--- config.mk ---
export PLATFORM = sky130hd
export DESIGN_NAME = hs_link_rx_fifo
export DESIGN_NICKNAME = d
export VERILOG_FILES = /design/src/rtl/hs_link_rx_fifo.sv
export SDC_FILE = /design/constraint.sdc
export NUM_CORES = 1
export LEC_CHECK = 0
export CAP_MARGIN = 25
export CORE_MARGIN = 5
export CORE_UTILIZATION = 65
export DETAILED_ROUTE_END_ITERATION = 10
export PLACE_DENSITY = 0.85
export SLEW_MARGIN = 20
export SYNTH_ARGS = -nofsm -noshare
export SYNTH_HDL_FRONTEND = slang
export SYNTH_SLANG_ARGS = --single-unit
--- constraint.sdc ---
create_clock -name clk -period 6.17 [get_ports clk]
set_input_delay 0.9255 -clock clk [delete_from_list [all_inputs] [get_ports clk]]
set_output_delay 0.9255 -clock clk [all_outputs]
set_load 0.1 [all_outputs]
--- src/rtl/hs_link_rx_fifo.sv ---
// HS link receive FIFO: FWFT output with a write-to-o_valid latency of 1 cycle; o_ready and o_valid are registered.
// o_ready falls READY_LAT entries before full so in-flight words still land; a word arriving when full with no pop is dropped and counted.
module hs_link_rx_fifo #(
  parameter int DATA_W    = 32,
  parameter int DEPTH     = 16,
  parameter int READY_LAT = 2,
  parameter int CNT_W     = 16
) (
  input  logic                   clk,
  input  logic                   rst_n,
  input  logic [DATA_W-1:0]      i_data,
  input  logic                   i_valid,
  output logic                   o_ready,
  output logic [DATA_W-1:0]      o_data,
  output logic                   o_valid,
  input  logic                   i_ready,
  output logic [$clog2(DEPTH):0] o_fill,
  output logic                   o_overflow,
  output logic [CNT_W-1:0]       o_drop_cnt
);
  localparam int PTR_W  = $clog2(DEPTH);
  localparam int FILL_W = PTR_W + 1;
  localparam logic [FILL_W-1:0] FULL_LVL = FILL_W'(DEPTH);
  localparam logic [FILL_W-1:0] RDY_LVL  = FILL_W'(DEPTH - READY_LAT);

  logic [DATA_W-1:0] mem_q [DEPTH];
  logic [PTR_W-1:0]  wr_ptr_q, wr_ptr_d;
  logic [PTR_W-1:0]  rd_ptr_q, rd_ptr_d;
  logic [FILL_W-1:0] fill_q, fill_d;
  logic              valid_q, valid_d;
  logic              ready_q, ready_d;
  logic              ovf_q, ovf_d;
  logic [CNT_W-1:0]  drop_q, drop_d;
  logic              rd, wr, drop;

  // Full/empty come from the occupancy count; pointers simply wrap.
  always_comb begin
    rd       = valid_q & i_ready;
    wr       = i_valid & ((fill_q < FULL_LVL) | rd);
    drop     = i_valid & (fill_q == FULL_LVL) & ~rd;
    wr_ptr_d = wr ? wr_ptr_q + PTR_W'(1) : wr_ptr_q;
    rd_ptr_d = rd ? rd_ptr_q + PTR_W'(1) : rd_ptr_q;
    fill_d   = fill_q + FILL_W'(wr) - FILL_W'(rd);
    valid_d  = (fill_d != '0);
    ready_d  = (fill_d < RDY_LVL);
    ovf_d    = ovf_q | drop;
    drop_d   = (drop && !(&drop_q)) ? drop_q + CNT_W'(1) : drop_q;
  end

  always_ff @(posedge clk) begin
    if (!rst_n) begin
      wr_ptr_q <= '0;
      rd_ptr_q <= '0;
      fill_q   <= '0;
      valid_q  <= 1'b0;
      ready_q  <= 1'b0;
      ovf_q    <= 1'b0;
      drop_q   <= '0;
    end else begin
      wr_ptr_q <= wr_ptr_d;
      rd_ptr_q <= rd_ptr_d;
      fill_q   <= fill_d;
      valid_q  <= valid_d;
      ready_q  <= ready_d;
      ovf_q    <= ovf_d;
      drop_q   <= drop_d;
    end
  end

  always_ff @(posedge clk) begin
    if (rst_n && wr) begin
      mem_q[wr_ptr_q] <= i_data;
    end
  end

  assign o_data     = mem_q[rd_ptr_q];
  assign o_valid    = valid_q;
  assign o_ready    = ready_q;
  assign o_fill     = fill_q;
  assign o_overflow = ovf_q;
  assign o_drop_cnt = drop_q;

endmodule

**Yosys cells after proc, flatten, opt, wreduce, memory -nomap -nowiden**

Memory sizes are Yosys's and may differ from the RTL's. A register that Yosys moved wholly into a read port is not among the register bits.
Index checks and enable logic that the tools add are counted.
Widths: inputs -> output; s select.

- Bits in registers: 32
- RAM bits: 512
- Input port bits: 36
- Output and inout bits: 56
- Logic and storage cells: 32
- Memories: 1

Memories:

| name | depth | width | rd ports | clocked after Yosys merged registers in | write ports | RTL line | RTL |
|---|---|---|---|---|---|---|---|
| mem_q | 16 | 32 | 1 | 1 | 1 | 26 | `logic [DATA_W-1:0] mem_q [DEPTH];` |

- Add/sub/neg operators: 5
- Order comparisons: 2
- Equality and inequality tests: 1
- Multiplexer cells: 4
- Bitwise operators: 7
- Reduce and logical (&&, ||, !) cells: 5

Operators by type and width:

| cell | count |
|---|---|
| $add 16x1->16 const B | 1 |
| $reduce_and 16->1 | 1 |
| $add 4x1->4 const B | 2 |
| $mux 4 | 2 |
| $add 5x1->5 | 1 |
| $eq 5x5->1 const B | 1 |
| $lt 5x4->1 const B | 1 |
| $lt 5x5->1 const B | 1 |
| $reduce_bool 5->1 | 1 |
| $sub 5x1->5 | 1 |
| $and 1x1->1 | 4 |
| $logic_and 1x1->1 | 2 |
| $mux 1 | 2 |
| $or 1x1->1 | 2 |
| $logic_not 1->1 | 1 |
| $not 1->1 | 1 |

**Depth between registers and ports, before layout**

- Depth in word-level cells: 6
- Depth in mapped cells: 10
- Depth with buffers taken out: 10

**Worst setup path after synthesis**

No wires, ideal clock.

- Kind: reg-to-reg
- From: reg valid_q, in the netlist o_valid
- To: mem mem_q[11][0] (enable)
- Library setup time: 0.421 ns
- Data arrival time: 2.878 ns
- Data required time: 5.749 ns
- Setup slack: 2.871 ns
- Stages on the path, launching flop included: 4
- Path buffers: 0
- Clock period less this slack: 3.299 ns
- Cell sequence: dfxtp_1 a21bo_2 nand3_1 nor2_1

- Word-level cells in the longest chain between the ends: 6

RTL lines:

| element | RTL line | RTL |
|---|---|---|
| start: declaration | 30 | `logic valid_q, valid_d;` |
| start signal: assignment | 63 | `valid_q <= valid_d;` |
| $and 1x1->1 | 38 | `rd = valid_q & i_ready;` |
| $or 1x1->1 | 39 | `wr = i_valid & ((fill_q < FULL_LVL) \| rd);` |
| $and 1x1->1 | 39 |  |
| $logic_and 1x1->1 | 71 | `if (rst_n && wr) begin` |
| $mux 1 | 71 |  |
| $mux 1 (not written as such) | 72 | `mem_q[wr_ptr_q] <= i_data;` |
| end: declaration | 26 |  |

No other way between the ends.

==> impl_metrics.csv <==
group,metric,value,unit
run_status,status,"finished, final reports clean",
timing,rsz0062_at_grt,"false",
clocking,clkSinkCount,548,
die,io_pins,92,
logic_synthesis,synth_flop_cell,"edfxtp_1",
power_and_ir_drop,ir_drop,0.3574,mV
global_routing,grt_max_degree,56,
global_routing,antenna_found_initial,5,
logic_synthesis,synth_area,21100,µm²
route,antenna_left,0,
clocking,cts_root_buf,"clkbuf_16",
timing,slew_headroom,33.25,%
timing,worst_pin_slew,998.1,ps
logic_synthesis,ys_seq_area_share,76.29,%
timing,tns,0,ps
logic_synthesis,synth_top_area_share,72.88,%
worst_setup_path,arrival,4110,ps
logic_synthesis,syn_nets,967,
timing,drv_slew,0,
clocking,clock_latency,580,ps
global_routing,gr-total-overflow,0,
route,drt_pass1_iterations,5,
die,num_rows,66,
flow_run,maxCapViolCount,0,
die,dieArea,36160,µm²
timing,timing.final.crit_share,81.54,%
logic_synthesis,async_reset_ff_share,0,%
die,core_area,32290,µm²
logic_synthesis,yosysMostFrequentCell,"edfxtp_1",
timing,finalSetupViolations,0,
route,detail_route.wl_per_cell,31.51,µm
worst_setup_path,crit_type,"flop to primary output",
logic_synthesis,synth_top_area_cell,"edfxtp_1",
final_layout,nFillCells,1636,
timing,hold_viol_final,0,
power_and_ir_drop,leakage,0.007438,µW
worst_setup_path,startpoint_type,"flop",
logic_synthesis,ys_warn_count,0,
clocking,hold_buffers,0,
logic_synthesis,yosysUniqueCellTypes,44,
logic_synthesis,synth_edf_count,512,
place,portBuffers,91,
global_routing,grt_pass1_wl,71570,µm
route,drt_iter0_markers,1218,
worst_setup_path,crit_required,5240,ps
place,dp.cells,1431,
worst_setup_path,path_max_fanout,55,
global_routing,first_global_vias,10820,
clocking,clk_path_buf_depth,3,
logic_synthesis,netlist_instances,918,
worst_setup_path,r2r_cells,4,
clocking,htree_levels,2,
route,drc,0,
timing,fmax,198.8,MHz
clocking,tritoncts,"yes",
global_routing,track_usage,27.42,%
final_layout,final_nets,1092,
final_layout,area_delta_synth_final,15.45,%
route,wl,48180,µm
die,initial_core_util,65.34,%
worst_hold_path,hold_path_depth,2,
clocking,cts_setup_buffers,0,
timing,finClkSkew,18.29,ps
logic_synthesis,avgSynthCellArea,22.98,µm²
timing,fin_crit,5031,ps
final_layout,finalNonFillerCells,1529,
logic_synthesis,synthTopCellsByCount,"512 x edfxtp_1, 144 x mux4_2, 36 x dfxtp_1",
route,dr_total_vias,10260,
route,viasPerCell,6.708,
place,dp_hpwl,25270,µm
logic_synthesis,netlist_top_cells_area,"edfxtp_1 73%, mux4_2 15%, dfxtp_1 3.4%",
clocking,ctsResizeCount,0,
power_and_ir_drop,cellPowerDensity,375.0,nW/µm²
clocking,cts_buffers,52,
clocking,path_clk_slew,70,ps
logic_synthesis,synth_seq_cells,548,
die,die_h,190.2,µm
final_layout,drive_gt1_share,24.88,%
place,gp_congestion,0.7432,
worst_hold_path,hp-class,"flop to flop",
die,die_w,190.2,µm
worst_setup_path,worstSetupEndpointType,"primary output",
## metal layers
layer | share of wire (%) | vias to the layer above | GRT usage [%]
met5 | 0.068 | - | 0
met4 | 3.5 | 6 | 8.619
met3 | 8.8 | 116 | 4.752
met2 | 51 | 658 | 46.40
met1 | 36 | 5299 | 37.53
li1 | - | 4177 | -
## power breakdown
group | internal (µW) | switching [µW] | total, µW
Clock | 1830 | 1400 | 3230
Sequential | 4140 | 91.7 | 4230
Combinational | 616 | 1050 | 1660
Total | 6590 | 2540 | 9130
## cells in the final DEF, fill, tap and decap left out, types with 8 or more instances in the layout
| master | instances |
|---|---|
| nand3_1 | 12 |
| clkinv_1 | 11 |
| mux4_2 | 144 |
| o31ai_1 | 8 |
| clkdlybuf4s50_1 | 91 |
| clkbuf_16 | 53 |
| ha_1 | 12 |
| edfxtp_1 | 512 |
| mux4_1 | 16 |
| nor2_4 | 16 |
| dfxtp_1 | 32 |
| nand2_1 | 13 |
| clkinv_2 | 9 |
| a21oi_1 | 16 |
| inv_1 | 10 |
| nor2_1 | 10 |
| buf_4 | 19 |
## final timing paths
path,start,endpoint,slack (ps)
worst max-delay path,flop,o_data[3],1140
worst min-delay path,o_overflow,o_overflow,480
worst min register to register,o_overflow,o_overflow,480
worst max register to register,o_valid,mem_q[15][14],3460
## stage by stage
| stage | util [%] | cell area (µm²) | power, µW | setup WS (ps) | hold WS (ps) |
|---|---|---|---|---|---|
| final | 75.43 | 24360 | 9133 | 1139 | 482.1 |
| after global routing | 75.43 | 24360 | 9431 | 920.0 | 528.2 |
| after CTS | 75.42 | 24350 | 9178 | 1053 | 487.5 |
| after detailed placement | 70.13 | 22640 | 5968 | 1753 | 467.1 |
| after global placement | 70.13 | 22640 | 5932 | 1773 | 466.9 |
| after floorplan | - | 21100 | 5583 | 2871 | 477.2 |
## registers in the layout, indices dropped and copies added (netlist names), named ones only
register	flops
mem_q	512
o_fill	5
o_overflow	1
o_valid	1
rd_ptr_q	4
o_drop_cnt	16
o_ready	1
wr_ptr_q	4
## worst max-delay path: stages (launching register included)
cell	delay [ps]
dfxtp_4	840
buf_12	430
mux4_1	630
mux4_2	510
clkdlybuf4s50_1	1000
## logic make-up after synthesis
| group | Yosys count | synth area share (%) |
|---|---|---|
| buffers and inverters | 52 | 1.358 |
| DFF | 548 | 76.29 |
| muxes | 163 | 17.51 |
| AOI/OAI and AO/OA | 36 | 1.097 |
| and+or+nand+nor | 96 | 2.521 |
| adders and majority gates | 13 | 0.8066 |
| xor gates and xnor gates | 10 | 0.4152 |
## layout make-up
cell class | count | area (µm²) | area share, %
Sequential cell | 548 | 16110 | 66.13
Multi-Input combinational cell | 318 | 4835 | 19.85
Clock buffer | 59 | 1349 | 5.538
Timing Repair Buffer | 113 | 1114 | 4.572
Tap cell | 442 | 553.0 | 2.271
Clock inverter | 37 | 357.8 | 1.469
Inverter | 10 | 37.54 | 0.1541
Antenna cell | 2 | 5.005 | 0.02055
(Power assumes the default switching activity.)
